[config.mk]
export PLATFORM = sky130hd
export DESIGN_NAME = hansen_fetch_unit_flat
export DESIGN_NICKNAME = d
export VERILOG_FILES = /design/src/rtl/hansen_fetch_unit_if.sv /design/src/rtl/hansen_fetch_unit.sv /design/src/flat_wrapper.sv
export SDC_FILE = /design/constraint.sdc
export NUM_CORES = 1
export LEC_CHECK = 0
export ABC_AREA = 0
export BUFFER_PORTS_ARGS = -buffer_cell sky130_fd_sc_hd__buf_2
export CAP_MARGIN = 20
export CORE_ASPECT_RATIO = 1.75
export CORE_MARGIN = 1.5
export CORE_UTILIZATION = 47
export DETAILED_ROUTE_END_ITERATION = 6
export PLACE_DENSITY_LB_ADDON = 0.05
export SYNTH_ARGS = -nofsm -noshare
export SYNTH_HDL_FRONTEND = slang
export SYNTH_SLANG_ARGS = --single-unit
[constraint.sdc]
create_clock -name clk -period 6.2 [get_ports clk]
set_input_delay 1.24 -clock clk [delete_from_list [all_inputs] [get_ports clk]]
set_output_delay 1.24 -clock clk [all_outputs]
set_load 0.01 [all_outputs]
[src/rtl/hansen_fetch_unit_if.sv]
// Fetch-unit bus bundle: imem request/response, EX redirect and decode output.
// The fetch unit takes the master side; memory, EX and decode take the slave side.
interface hansen_fetch_unit_if #(
  parameter int XLEN     = 32,
  parameter int FQ_DEPTH = 4
);
  logic                      imem_req_valid;
  logic                      imem_req_ready;
  logic [XLEN-1:0]           imem_req_addr;
  logic                      imem_rsp_valid;
  logic [31:0]               imem_rsp_data;
  logic                      redirect_valid;
  logic [XLEN-1:0]           redirect_pc;
  logic                      out_valid;
  logic                      out_ready;
  logic [XLEN-1:0]           out_pc;
  logic [31:0]               out_instr;
  logic [$clog2(FQ_DEPTH):0] fq_count;

  modport master (
    output imem_req_valid, imem_req_addr,
    input  imem_req_ready, imem_rsp_valid, imem_rsp_data,
    input  redirect_valid, redirect_pc,
    output out_valid, out_pc, out_instr, fq_count,
    input  out_ready
  );

  modport slave (
    input  imem_req_valid, imem_req_addr,
    output imem_req_ready, imem_rsp_valid, imem_rsp_data,
    output redirect_valid, redirect_pc,
    input  out_valid, out_pc, out_instr, fq_count,
    output out_ready
  );
endinterface

[src/rtl/hansen_fetch_unit.sv]
// Pipelined instruction fetch: credit-limited imem requests, pc tag FIFO,
// prefetch queue toward decode, redirect flush with stale-response dropping.
module hansen_fetch_unit #(
  parameter int              XLEN            = 32,
  parameter logic [XLEN-1:0] RESET_PC        = '0,
  parameter int              FQ_DEPTH        = 4,
  parameter int              MAX_OUTSTANDING = 2
) (
  input logic clk,
  input logic reset,
  hansen_fetch_unit_if.master bus
);
  localparam int IW = $clog2(MAX_OUTSTANDING + 1);
  localparam int TW = (MAX_OUTSTANDING > 1) ? $clog2(MAX_OUTSTANDING) : 1;
  localparam int PW = $clog2(FQ_DEPTH);
  localparam int CW = PW + 1;
  localparam logic [31:0] MAXO = 32'(MAX_OUTSTANDING);
  localparam logic [31:0] FQD  = 32'(FQ_DEPTH);

  logic [XLEN-1:0] fetch_pc_q, fetch_pc_d;
  logic [IW-1:0]   inflight_q, inflight_d;
  logic [IW-1:0]   drop_q, drop_d;
  logic [TW-1:0]   tag_wr_q, tag_rd_q;
  logic [XLEN-1:0] tag_q [MAX_OUTSTANDING];
  logic [PW-1:0]   fq_wr_q, fq_rd_q;
  logic [CW-1:0]   cnt_q, cnt_d;
  logic [XLEN-1:0] fq_pc_q [FQ_DEPTH];
  logic [31:0]     fq_ins_q [FQ_DEPTH];

  logic [31:0] live;
  logic        req_v, issue, rsp_ok, push, pop, out_v;

  always_comb begin
    live  = 32'(inflight_q) - 32'(drop_q);
    req_v = !reset && !bus.redirect_valid &&
            (32'(inflight_q) < MAXO) &&
            (live + 32'(cnt_q) < FQD);
    issue  = req_v && bus.imem_req_ready;
    rsp_ok = bus.imem_rsp_valid && (inflight_q != '0);
    push   = rsp_ok && (drop_q == '0) && !bus.redirect_valid;
    pop    = (cnt_q != '0) && bus.out_ready && !bus.redirect_valid;

    inflight_d = inflight_q;
    if (issue)  inflight_d = inflight_d + IW'(1);
    if (rsp_ok) inflight_d = inflight_d - IW'(1);

    drop_d = drop_q;
    if (rsp_ok && (drop_q != '0)) drop_d = drop_q - IW'(1);
    // every survivor of a redirect belongs to the old path
    if (bus.redirect_valid) drop_d = inflight_d;

    fetch_pc_d = fetch_pc_q;
    if (bus.redirect_valid)
      fetch_pc_d = {bus.redirect_pc[XLEN-1:2], 2'b00};
    else if (issue)
      fetch_pc_d = fetch_pc_q + XLEN'(4);

    cnt_d = cnt_q + CW'(push) - CW'(pop);
    if (bus.redirect_valid) cnt_d = '0;
  end

  always_ff @(posedge clk) begin
    if (reset) begin
      fetch_pc_q <= RESET_PC;
      inflight_q <= '0;
      drop_q     <= '0;
      tag_wr_q   <= '0;
      tag_rd_q   <= '0;
      fq_wr_q    <= '0;
      fq_rd_q    <= '0;
      cnt_q      <= '0;
    end else begin
      fetch_pc_q <= fetch_pc_d;
      inflight_q <= inflight_d;
      drop_q     <= drop_d;
      cnt_q      <= cnt_d;
      if (issue)
        tag_wr_q <= (tag_wr_q == TW'(MAX_OUTSTANDING - 1)) ?
                    '0 : tag_wr_q + TW'(1);
      if (rsp_ok)
        tag_rd_q <= (tag_rd_q == TW'(MAX_OUTSTANDING - 1)) ?
                    '0 : tag_rd_q + TW'(1);
      if (bus.redirect_valid) begin
        fq_wr_q <= '0;
        fq_rd_q <= '0;
      end else begin
        if (push) fq_wr_q <= fq_wr_q + PW'(1);
        if (pop)  fq_rd_q <= fq_rd_q + PW'(1);
      end
    end
  end

  always_ff @(posedge clk) begin
    if (issue) tag_q[tag_wr_q] <= fetch_pc_q;
    if (push) begin
      fq_pc_q[fq_wr_q]  <= tag_q[tag_rd_q];
      fq_ins_q[fq_wr_q] <= bus.imem_rsp_data;
    end
  end

  assign out_v              = !reset && (cnt_q != '0);
  assign bus.imem_req_valid = req_v;
  assign bus.imem_req_addr  = fetch_pc_q;
  assign bus.out_valid      = out_v;
  assign bus.out_pc         = out_v ? fq_pc_q[fq_rd_q] : '0;
  assign bus.out_instr      = out_v ? fq_ins_q[fq_rd_q] : '0;
  assign bus.fq_count       = reset ? '0 : cnt_q;

  assert property (@(posedge clk) disable iff (reset)
    (drop_q <= inflight_q) && (32'(inflight_q) <= MAXO) &&
    (32'(cnt_q) <= FQD) && (live + 32'(cnt_q) <= FQD));
endmodule
[src/flat_wrapper.sv]
// flat-port wrapper written by rule: the top's interface ports become plain ports
module hansen_fetch_unit_flat 
#(
  parameter int              XLEN            = 32,
  parameter logic [XLEN-1:0] RESET_PC        = '0,
  parameter int              FQ_DEPTH        = 4,
  parameter int              MAX_OUTSTANDING = 2
)
  (clk, reset, bus_imem_req_valid, bus_imem_req_addr, bus_imem_req_ready, bus_imem_rsp_valid, bus_imem_rsp_data, bus_redirect_valid, bus_redirect_pc, bus_out_valid, bus_out_pc, bus_out_instr, bus_fq_count, bus_out_ready);
  hansen_fetch_unit_if #(.XLEN(XLEN), .FQ_DEPTH(FQ_DEPTH)) bus_i ();
  input logic clk;
  input logic reset;
  output wire logic [$bits(bus_i.imem_req_valid)-1:0] bus_imem_req_valid;
  output wire logic [$bits(bus_i.imem_req_addr)-1:0] bus_imem_req_addr;
  input wire logic [$bits(bus_i.imem_req_ready)-1:0] bus_imem_req_ready;
  input wire logic [$bits(bus_i.imem_rsp_valid)-1:0] bus_imem_rsp_valid;
  input wire logic [$bits(bus_i.imem_rsp_data)-1:0] bus_imem_rsp_data;
  input wire logic [$bits(bus_i.redirect_valid)-1:0] bus_redirect_valid;
  input wire logic [$bits(bus_i.redirect_pc)-1:0] bus_redirect_pc;
  output wire logic [$bits(bus_i.out_valid)-1:0] bus_out_valid;
  output wire logic [$bits(bus_i.out_pc)-1:0] bus_out_pc;
  output wire logic [$bits(bus_i.out_instr)-1:0] bus_out_instr;
  output wire logic [$bits(bus_i.fq_count)-1:0] bus_fq_count;
  input wire logic [$bits(bus_i.out_ready)-1:0] bus_out_ready;
  assign bus_imem_req_valid = bus_i.imem_req_valid;
  assign bus_imem_req_addr = bus_i.imem_req_addr;
  assign bus_i.imem_req_ready = bus_imem_req_ready;
  assign bus_i.imem_rsp_valid = bus_imem_rsp_valid;
  assign bus_i.imem_rsp_data = bus_imem_rsp_data;
  assign bus_i.redirect_valid = bus_redirect_valid;
  assign bus_i.redirect_pc = bus_redirect_pc;
  assign bus_out_valid = bus_i.out_valid;
  assign bus_out_pc = bus_i.out_pc;
  assign bus_out_instr = bus_i.out_instr;
  assign bus_fq_count = bus_i.fq_count;
  assign bus_i.out_ready = bus_out_ready;
  hansen_fetch_unit #(.XLEN(XLEN), .RESET_PC(RESET_PC), .FQ_DEPTH(FQ_DEPTH), .MAX_OUTSTANDING(MAX_OUTSTANDING)) u_core (.clk(clk), .reset(reset), .bus(bus_i));
endmodule
==> results of run 1 <==
[per-stage QoR]
step	worst slack (ns)	hold WS [ns]	power (mW)	instance area [µm²]
after global placement	1.51	0.491	3.26	15800
after global routing	0.756	0.545	5.46	16900
final	1.02	0.509	5.27	16900
after detailed placement	1.44	0.504	3.27	15800
after CTS	0.969	0.513	5.33	16900
after floorplan	1.47	0.469	3.11	14500
[Yosys cell counts (9+ instances only)]
master	instances
inv_1	21
a311oi_1	9
a21oi_1	14
edfxtp_1	308
a31oi_1	15
or4_1	9
clkbuf_1	33
mux4_2	62
mux2_2	30
ha_1	16
nand3_1	16
dfxtp_1	46
o21ai_0	13
xnor2_1	10
nor2_1	27
nand2_1	38
and2_1	72
[kinds of logic (layout without fill, tap and decap cells)]
group / after synthesis / after routing / share of synthesized area
xor+xnor: 13 / 13 / 0.00784
mux: 93 / 93 / 0.120
simple gates: 222 / 222 / 0.0904
other cells: 1 / 5 / 0.000258
flops: 354 / 354 / 0.700
fa+ha+maj: 18 / 18 / 0.0165
compound gates: 92 / 92 / 0.0450
buf+inv: 70 / 256 / 0.0197
[worst max-delay path: cells and delay by family (launching register included)]
kind / cells / cell delay [ns]
and+or+nand+nor: 5 / 1.33
adders and majority gates: 4 / 1.16
DFF: 1 / 0.35
AOI/OAI and AO/OA: 2 / 0.29
buffers and inverters: 3 / 0.26
[final timing paths]
path | start | to | slack (ns)
max | u_core.inflight_q[0] | bus_imem_req_valid | 1.02
max reg2reg | u_core.inflight_q[0] | u_core.bus.imem_req_addr[7] | 1.41
min | u_core.fq_wr_q[1] | u_core.fq_wr_q[1] | 0.51
min reg2reg | u_core.fq_wr_q[1] | u_core.fq_wr_q[1] | 0.51
[cell type report]
cell class,instances,area (µm²),share of cell area
flip-flops and latches,354,10200,0.603
well taps,391,489,0.0290
diodes,1,2.50,0.000148
multi-input cells,442,4100,0.243
clock inverters,24,310,0.0184
clock buffers,33,783,0.0464
repair buffers,177,931,0.0552
inverters,22,82.6,0.00489
[power groups by stage]
stage                     clock network (mW)  registers [mW]  logic [mW]
after floorplan                            0            2.77       0.338
after global placement                     0            2.78       0.480
after detailed placement                   0            2.78       0.486
after CTS                               2.11            2.73       0.489
after global routing                    2.18            2.74       0.537
final                                   2.06            2.73       0.479
[placed cells by master, fill, tap and decap left out, types with 13 or more instances in the layout]
| cell type | netlist | final |
|---|---|---|
| a21oi_1 | 14 | 14 |
| a31oi_1 | 15 | 15 |
| and2_1 | 72 | 67 |
| buf_2 | 1 | 164 |
| clkbuf_16 | 0 | 31 |
| dfxtp_1 | 46 | 44 |
| edfxtp_1 | 308 | 308 |
| ha_1 | 16 | 16 |
| inv_1 | 21 | 21 |
| mux2_2 | 30 | 30 |
| mux4_2 | 62 | 62 |
| nand2_1 | 38 | 38 |
| nand3_1 | 16 | 16 |
| nor2_1 | 27 | 25 |
| o21ai_0 | 13 | 13 |
[layer usage]
metal	up-vias	part of all wire	wire length, µm	track usage
li1	3721	-	-	-
met1	4030	0.39	11700	0.222
met2	202	0.55	16400	0.362
met3	45	0.039	1170	0.0222
met4	0	0.024	734	0.0629
met5	-	0	0	0
[sequential cells by signal, indices dropped and copies added, names as in the netlist, named ones only]
name,count
u_core.fq_ins_q,128
u_core.fq_pc_q,120
u_core.tag_q,60
u_core.bus.imem_req_addr,30
u_core.cnt_q,3
u_core.drop_q,2
u_core.fq_rd_q,2
u_core.fq_wr_q,2
u_core.inflight_q,2
u_core.tag_rd_q,1
u_core.tag_wr_q,1
==> results.cfg, run 1 <==
[run_status]
outcome = complete, no violations

[logic_synthesis]
synth_edf_count = 308
synth-main-ff-cell = edfxtp_1
synthTopCellsByArea = edfxtp_1 (64%), mux4_2 (9.6%), dfxtp_1 (6.3%), and2_1 (3.1%), mux2_2 (2.3%)
ys_types = 64
ys_ff_latch = 354
synth_warnings = 0
async_flop_share = 0
ys_seq_area_frac = 0.700
synth_area_per_cell_um2 = 16.8
synth_largest_area_cell = edfxtp_1
syn_area_um2 = 14500
synth_top_area_share = 0.637
syn_inst = 863

[worst_setup_path]
critPathMaxFanout = 5
worstPathRequired_ns = 4.96
r2r_cells = 15
crit_top_cell = ha_1
crit_chain = inv_1 > ha_1 > fa_1 > inv_1 > ha_1 > nand3b_1 > nand2_1 > o21ai_0 > a21boi_0 > ha_1 > or4_4 > nor4_2 > and3_1 > buf_2
start_kind = flip-flop
cp-end-kind = output pin
path_class = flip-flop to output pin
cpMaxStageDelayCell = or4_4
cpPeakStageDelay_ns = 0.59
arrival_ns = 3.94

[clocking]
cts_sinks = 354
path_clk_slew_ns = 0.07
cts_root_buf = clkbuf_16
cts.path.max_buffers = 3
clkLatencyLatePin_ns = 0.57
cts_tree = done
postCtsSetupRepairBufs = 0
cts_hold_buf = 0
cts_buffers = 31
htreeDepth = 1
post_cts_resized = 0

[routing]
drt_iter0_drc = 486
avgRoutedWirePerCell_um = 20.8
drt-pass1-iter-count = 4
ant_nets = 0
dr_total_vias = 7998
drcViolationCount = 0
wl_mm = 30.0
viasPerCell = 5.54

[sta]
finalHoldViolations = 0
fmax_mhz = 193
maxSlewHeadroom = 0.304
setup-tns-final_ns = 0
period_share = 0.836
finalClockSkew_ns = 0.0149
finalCriticalPeriod_ns = 5.18
worstMarginPinSlew_ns = 1.04
grt_setup_unrepaired = no
maxSlewViolCount = 0
setup_viol = 0

[placement]
gp_congestion = 0.823
dpl.hpwl_mm = 19.0
dpl.cell_count = 1386
port_buffers = 164

[global_routing]
overflow = 0
grt_pass1_vias = 8407
grt_max_degree = 63
grtUsageTotal = 0.192
grt_antenna_before_repair = 1
grt_pass1_wl_mm = 46.7

[worst_hold_path]
holdPathStages = 2
hold_class = flip-flop to flip-flop

[pwr]
clockPowerShare = 0.391
ir_worst_vdd_uv = 250
power_switching_mw = 1.18
seqPwrFrac = 0.518
intPower_mw = 4.10
p_leak_nw = 5.81
p_comb_frac = 0.091
power_density_nw_per_um2 = 313
switching_share = 0.223

[floorplanning]
die_area_um2 = 32000
core-area_um2 = 30600
io_pins = 171
fp.dieW_um = 136
start_util = 0.474
fp.dieH_um = 236
rows = 85

[layout]
final_core_util = 0.551
stdcell_count = 1444
synthToLayoutAreaGrowth_pct = 16.1
finalNetCount = 1116
fill_cells = 2530
drive_gt1_frac = 0.323

[job]
maxCapViolations = 0
Power figures use the tool's default switching activity.
==> run 2, diff against run 1 <==
clock period = 5.1 ns   (was 6.2 ns; I/O delays follow)
==> results.cfg, run 2 (synthesized netlist as in run 1, its figures left out) <==
[run_status]
outcome = complete, no violations

[sta]
setup_viol = 0
finalHoldViolations = 0
finalClockSkew_ns = 0.0128
worstMarginPinSlew_ns = 0.915
fmax_mhz = 205
whs_ns = 0.505
grt_setup_unrepaired = no
fin_ws_ns = 0.228
period_share = 0.955
maxSlewHeadroom = 0.390
setup-tns-final_ns = 0
finalCriticalPeriod_ns = 4.87
maxSlewViolCount = 0

[global_routing]
grt_max_degree = 64
grt_pass1_vias = 8477
grt_antenna_before_repair = 0
grt_pass1_wl_mm = 47.3
grtUsageTotal = 0.193
overflow = 0

[clocking]
cts.path.max_buffers = 3
cts_buffers = 30
path_clk_slew_ns = 0.07
htreeDepth = 1
cts_tree = done
cts_hold_buf = 0
cts_sinks = 354
clkLatencyLatePin_ns = 0.55
cts_root_buf = clkbuf_16

[pwr]
p_comb_frac = 0.096
power_density_nw_per_um2 = 365
switching_share = 0.226
intPower_mw = 4.77
power_switching_mw = 1.39
seqPwrFrac = 0.539
p_leak_nw = 5.82
ir_worst_vdd_uv = 229
clockPowerShare = 0.365

[worst_setup_path]
arrival_ns = 3.85
cpMaxStageDelayCell = or4_4
path_class = flip-flop to output pin
crit_chain = inv_1 > ha_1 > fa_1 > inv_1 > ha_1 > nand3b_1 > nand2_2 > o21ai_0 > a21boi_0 > ha_1 > or4_4 > nor4_4 > and3_1 > buf_2
path_buf_inv = 3
cp-end-kind = output pin
critPathMaxFanout = 3
worstPathRequired_ns = 4.08
path_delay_family = simple AND/OR/NAND/NOR gates
start_kind = flip-flop
cpPeakStageDelay_ns = 0.59
crit_top_cell = ha_1

[layout]
final_common_cell = edfxtp_1
reg_top3 = u_core.fq_ins_q: 128 flops, u_core.fq_pc_q: 120 flops, u_core.tag_q: 60 flops
mostFrequentLayoutCells = edfxtp_1 (308), buf_2 (164), and2_1 (68)
largest_reg_flops = 128
synthToLayoutAreaGrowth_pct = 16.2
regMostFlops = u_core.fq_ins_q
finalNetCount = 1121
antennaDiodeCount = 0
drive_gt1_frac = 0.324
stdcell_count = 1448

[floorplanning]
rows = 85
fp.dieH_um = 236
io_pins = 171
fp.dieW_um = 136
core-area_um2 = 30600
start_util = 0.474
die_area_um2 = 32000

[worst_hold_path]
hold_class = flip-flop to flip-flop

[routing]
drt-pass1-iter-count = 5
drcViolationCount = 0
ant_nets = 0
viasPerCell = 5.56
drt_iter0_drc = 367
dr_total_vias = 8057
avgRoutedWirePerCell_um = 20.8
wl_mm = 30.1

[placement]
gp_congestion = 0.851
port_buffers = 164
preCtsSetupSlack_ns = 0.542
dpl.cell_count = 1390
dpl.hpwl_mm = 19.1

[job]
maxCapViolations = 0
## run 2: cell count changes in the layout (fill, tap and decap cells not counted), moves of 2 or more
| cell | delta |
|---|---|
| bufinv_16 | -5 |
| clkinvlp_4 | -2 |
| clkbuf_8 | +3 |
| buf_12 | +6 |
| clkinv_2 | +3 |
| clkbuf_1 | +2 |
## run 2: what timing repair did
| item | in CTS | in global routing |
|---|---|---|
| setup endpoints to repair | 0 | 1 |
| gates resized for setup | 0 | 2 |
| buffers inserted | 0 | 2 |
## run 2: worst paths after layout
check | start | end | slack [ns] | depth (start not counted)
setup / recovery | u_core.inflight_q[0] | bus_imem_req_valid | 0.23 | 14
hold / removal | u_core.fq_wr_q[1] | u_core.fq_wr_q[1] | 0.51 | 2
setup reg to reg | u_core.inflight_q[0] | u_core.bus.imem_req_addr[7] | 0.56 | 15
hold reg to reg | u_core.fq_wr_q[1] | u_core.fq_wr_q[1] | 0.51 | 2
## run 2: stage by stage
| step | total power [mW] | cell area [µm²] | util |
|---|---|---|---|
| after floorplan | 3.78 | 14500 | - |
| after global placement | 3.97 | 15900 | 0.518 |
| after detailed placement | 3.98 | 15900 | 0.518 |
| after CTS | 6.22 | 16800 | 0.550 |
| after global routing | 6.40 | 16900 | 0.551 |
| final | 6.16 | 16900 | 0.551 |
## run 2: area by class of cell
class	count	area (µm²)
Fill cell	2530	13800
Sequential cell	354	10200
Multi-Input combinational cell	442	4110
Timing Repair Buffer	183	1050
Clock buffer	38	832
Tap cell	391	489
Clock inverter	18	139
Inverter	22	82.6
## run 2: power by group through the flow
stage | clock [mW] | sequential, mW | combinational, mW
2_1_floorplan | 0 | 3.37 | 0.411
3_3_place_gp | 0 | 3.38 | 0.588
3_5_place_dp | 0 | 3.38 | 0.593
4_1_cts | 2.31 | 3.32 | 0.597
5_1_grt | 2.40 | 3.33 | 0.668
6_report | 2.25 | 3.32 | 0.592
## run 2: worst min-delay path: cells and delay by family, from the launching register on
kind	cells	cell delay (ns)
DFF	1	0.34
and+or+nand+nor	1	0.06
AOI/OAI and AO/OA	1	0.06
## run 2: per-layer routing
| metal | vias to the layer above | part of all wire | GRT usage |
|---|---|---|---|
| met4 | 0 | 0.029 | 0.0642 |
| met1 | 4058 | 0.39 | 0.229 |
| li1 | 3731 | - | - |
| met3 | 48 | 0.043 | 0.0248 |
| met5 | - | 0 | 0 |
| met2 | 220 | 0.54 | 0.355 |
==> run 3, diff against run 2 <==
CTS_BUF_LIST = sky130_fd_sc_hd__clkbuf_2   (was default)
==> results.cfg, run 3 (synthesized netlist as in run 1, its figures left out) <==
[run_status]
outcome = complete, no violations

[worst_setup_path]
r2r_setup_slack_ns = 0.72
r2r_cells = 16
critPathMaxFanout = 5
cp-end-kind = output pin
path_class = flip-flop to output pin
start_kind = flip-flop
worstReg2RegEnd = u_core.bus.imem_req_addr[7]
rr_startpoint = u_core.inflight_q[0]
cp-startpoint = u_core.inflight_q[0]
arrival_ns = 3.90
worstPathRequired_ns = 4.08

[sta]
setup_viol = 0
period_share = 0.964
finalHoldViolations = 0
fmax_mhz = 203
maxSlewViolCount = 0
fin_ws_ns = 0.185
finalCriticalPeriod_ns = 4.92
finalClockSkew_ns = 0.0429
maxSlewHeadroom = 0.386
worstMarginPinSlew_ns = 0.921
grt_setup_unrepaired = yes

[global_routing]
overflow = 0
grt_max_degree = 64
grt_antenna_before_repair = 1
grt_pass1_vias = 8919
grtUsageTotal = 0.200
grt_pass1_wl_mm = 48.0

[floorplanning]
fp.dieW_um = 136
core-area_um2 = 30600
rows = 85
io_pins = 171
fp.dieH_um = 236
die_area_um2 = 32000
start_util = 0.474

[layout]
finalNetCount = 1173
final_core_util = 0.542
drive_gt1_frac = 0.375
final_area_um2 = 16600
reg_top3 = u_core.fq_ins_q: 128 flops, u_core.fq_pc_q: 120 flops, u_core.tag_q: 60 flops
final_common_cell = edfxtp_1
mostFrequentLayoutCells = edfxtp_1 (308), buf_2 (164), clkbuf_2 (117)
largest_reg_flops = 128
synthToLayoutAreaGrowth_pct = 14.2
regMostFlops = u_core.fq_ins_q
stdcell_count = 1530

[routing]
avgRoutedWirePerCell_um = 20.0
ant_nets = 0
drt_iter0_drc = 301
viasPerCell = 5.45
drcViolationCount = 0
wl_mm = 30.6
dr_total_vias = 8331
drt-pass1-iter-count = 4

[placement]
port_buffers = 164
dpl.cell_count = 1390
gp_congestion = 0.851
dpl.hpwl_mm = 19.1
preCtsSetupSlack_ns = 0.542
place_area_um2 = 15900

[worst_hold_path]
hold-path-endpoint = u_core.fq_ins_q[3][15]
hold_class = input port to flip-flop
hp-start = bus_imem_rsp_data[15]
holdPathStages = 1

[pwr]
p_leak_nw = 5.88
ir_worst_vdd_uv = 215
power_density_nw_per_um2 = 335

[clocking]
cts_buffers = 78
cts_root_buf = clkbuf_2
cts.path.max_buffers = 3
htreeDepth = 3
cts_hold_buf = 0
cts_tree = done
path_clk_slew_ns = 0.10
cts_sinks = 354
clkLatencyLatePin_ns = 0.89

[job]
maxCapViolations = 0
-- run 3: cell count changes in the layout (fill, tap and decap cells not counted), moves of 2 or more --
cell,before,now
buf_4,12,16
bufinv_16,2,0
clkbuf_1,4,0
clkbuf_16,31,0
clkbuf_2,0,117
clkbuf_8,3,0
clkinv_1,7,12
clkinv_2,8,1
dfxtp_1,44,42
dfxtp_2,1,3
inv_2,0,5
-- run 3: critical path: stages (launching register included) --
cell      delay, ns
dfxtp_2        0.35
inv_2          0.05
ha_1           0.18
fa_1           0.48
inv_1          0.04
ha_1           0.27
nand3b_1       0.13
nand2_2        0.13
o21ai_2        0.07
a21boi_2       0.18
ha_1           0.19
or4_4          0.44
nor4_4         0.20
and3_1         0.19
buf_2          0.13
-- run 3: how the worst max path moves through the flow --
stage	slack (ns)	end	cells after the start
3_5_place_dp	0.54	u_core.bus.imem_req_addr[7]	15
5_1_grt	-0.13	bus_imem_req_valid	13
2_1_floorplan	0.37	u_core.tag_q[0][10]	14
4_1_cts	0.0004	bus_imem_req_valid	14
3_3_place_gp	0.64	u_core.bus.imem_req_addr[13]	15
6_report	0.18	bus_imem_req_valid	14
-- run 3: power by group --
group | internal, mW | total [mW] | switching, mW
registers | 3.26 | 3.32 | 0.0528
logic | 0.265 | 0.614 | 0.348
clock network | 0.602 | 1.62 | 1.02
total | 4.13 | 5.55 | 1.42
-- run 3: per-layer routing --
metal  part of all wire  track usage
met3              0.050       0.0418
met5                  0            0
met2               0.54        0.357
met4              0.030       0.0970
met1               0.38        0.223
-- run 3: timing repair --
action	CTS	global route
setup buffers	6	0
pin swaps	4	0
setup endpoints to repair	1	1
resized for setup	6	3
-- run 3: through the flow --
stage	hold slack, ns	TNS (ns)	total power, mW
detailed placement	0.501	0	3.98
finish	0.346	0	5.55
floorplan	0.469	0	3.78
global placement	0.484	0	3.97
global route	0.247	-0.130	5.84
CTS	0.171	0	5.65
-- run 3: layout make-up --
cell class / count / area, µm²
Multi-Input combinational cell: 442 / 4120
Inverter: 22 / 82.6
Sequential cell: 354 / 10200
Timing Repair Buffer: 187 / 1080
Clock buffer: 117 / 586
Antenna cell: 1 / 2.50
Fill cell: 2615 / 14000
Tap cell: 391 / 489
Clock inverter: 16 / 61.3
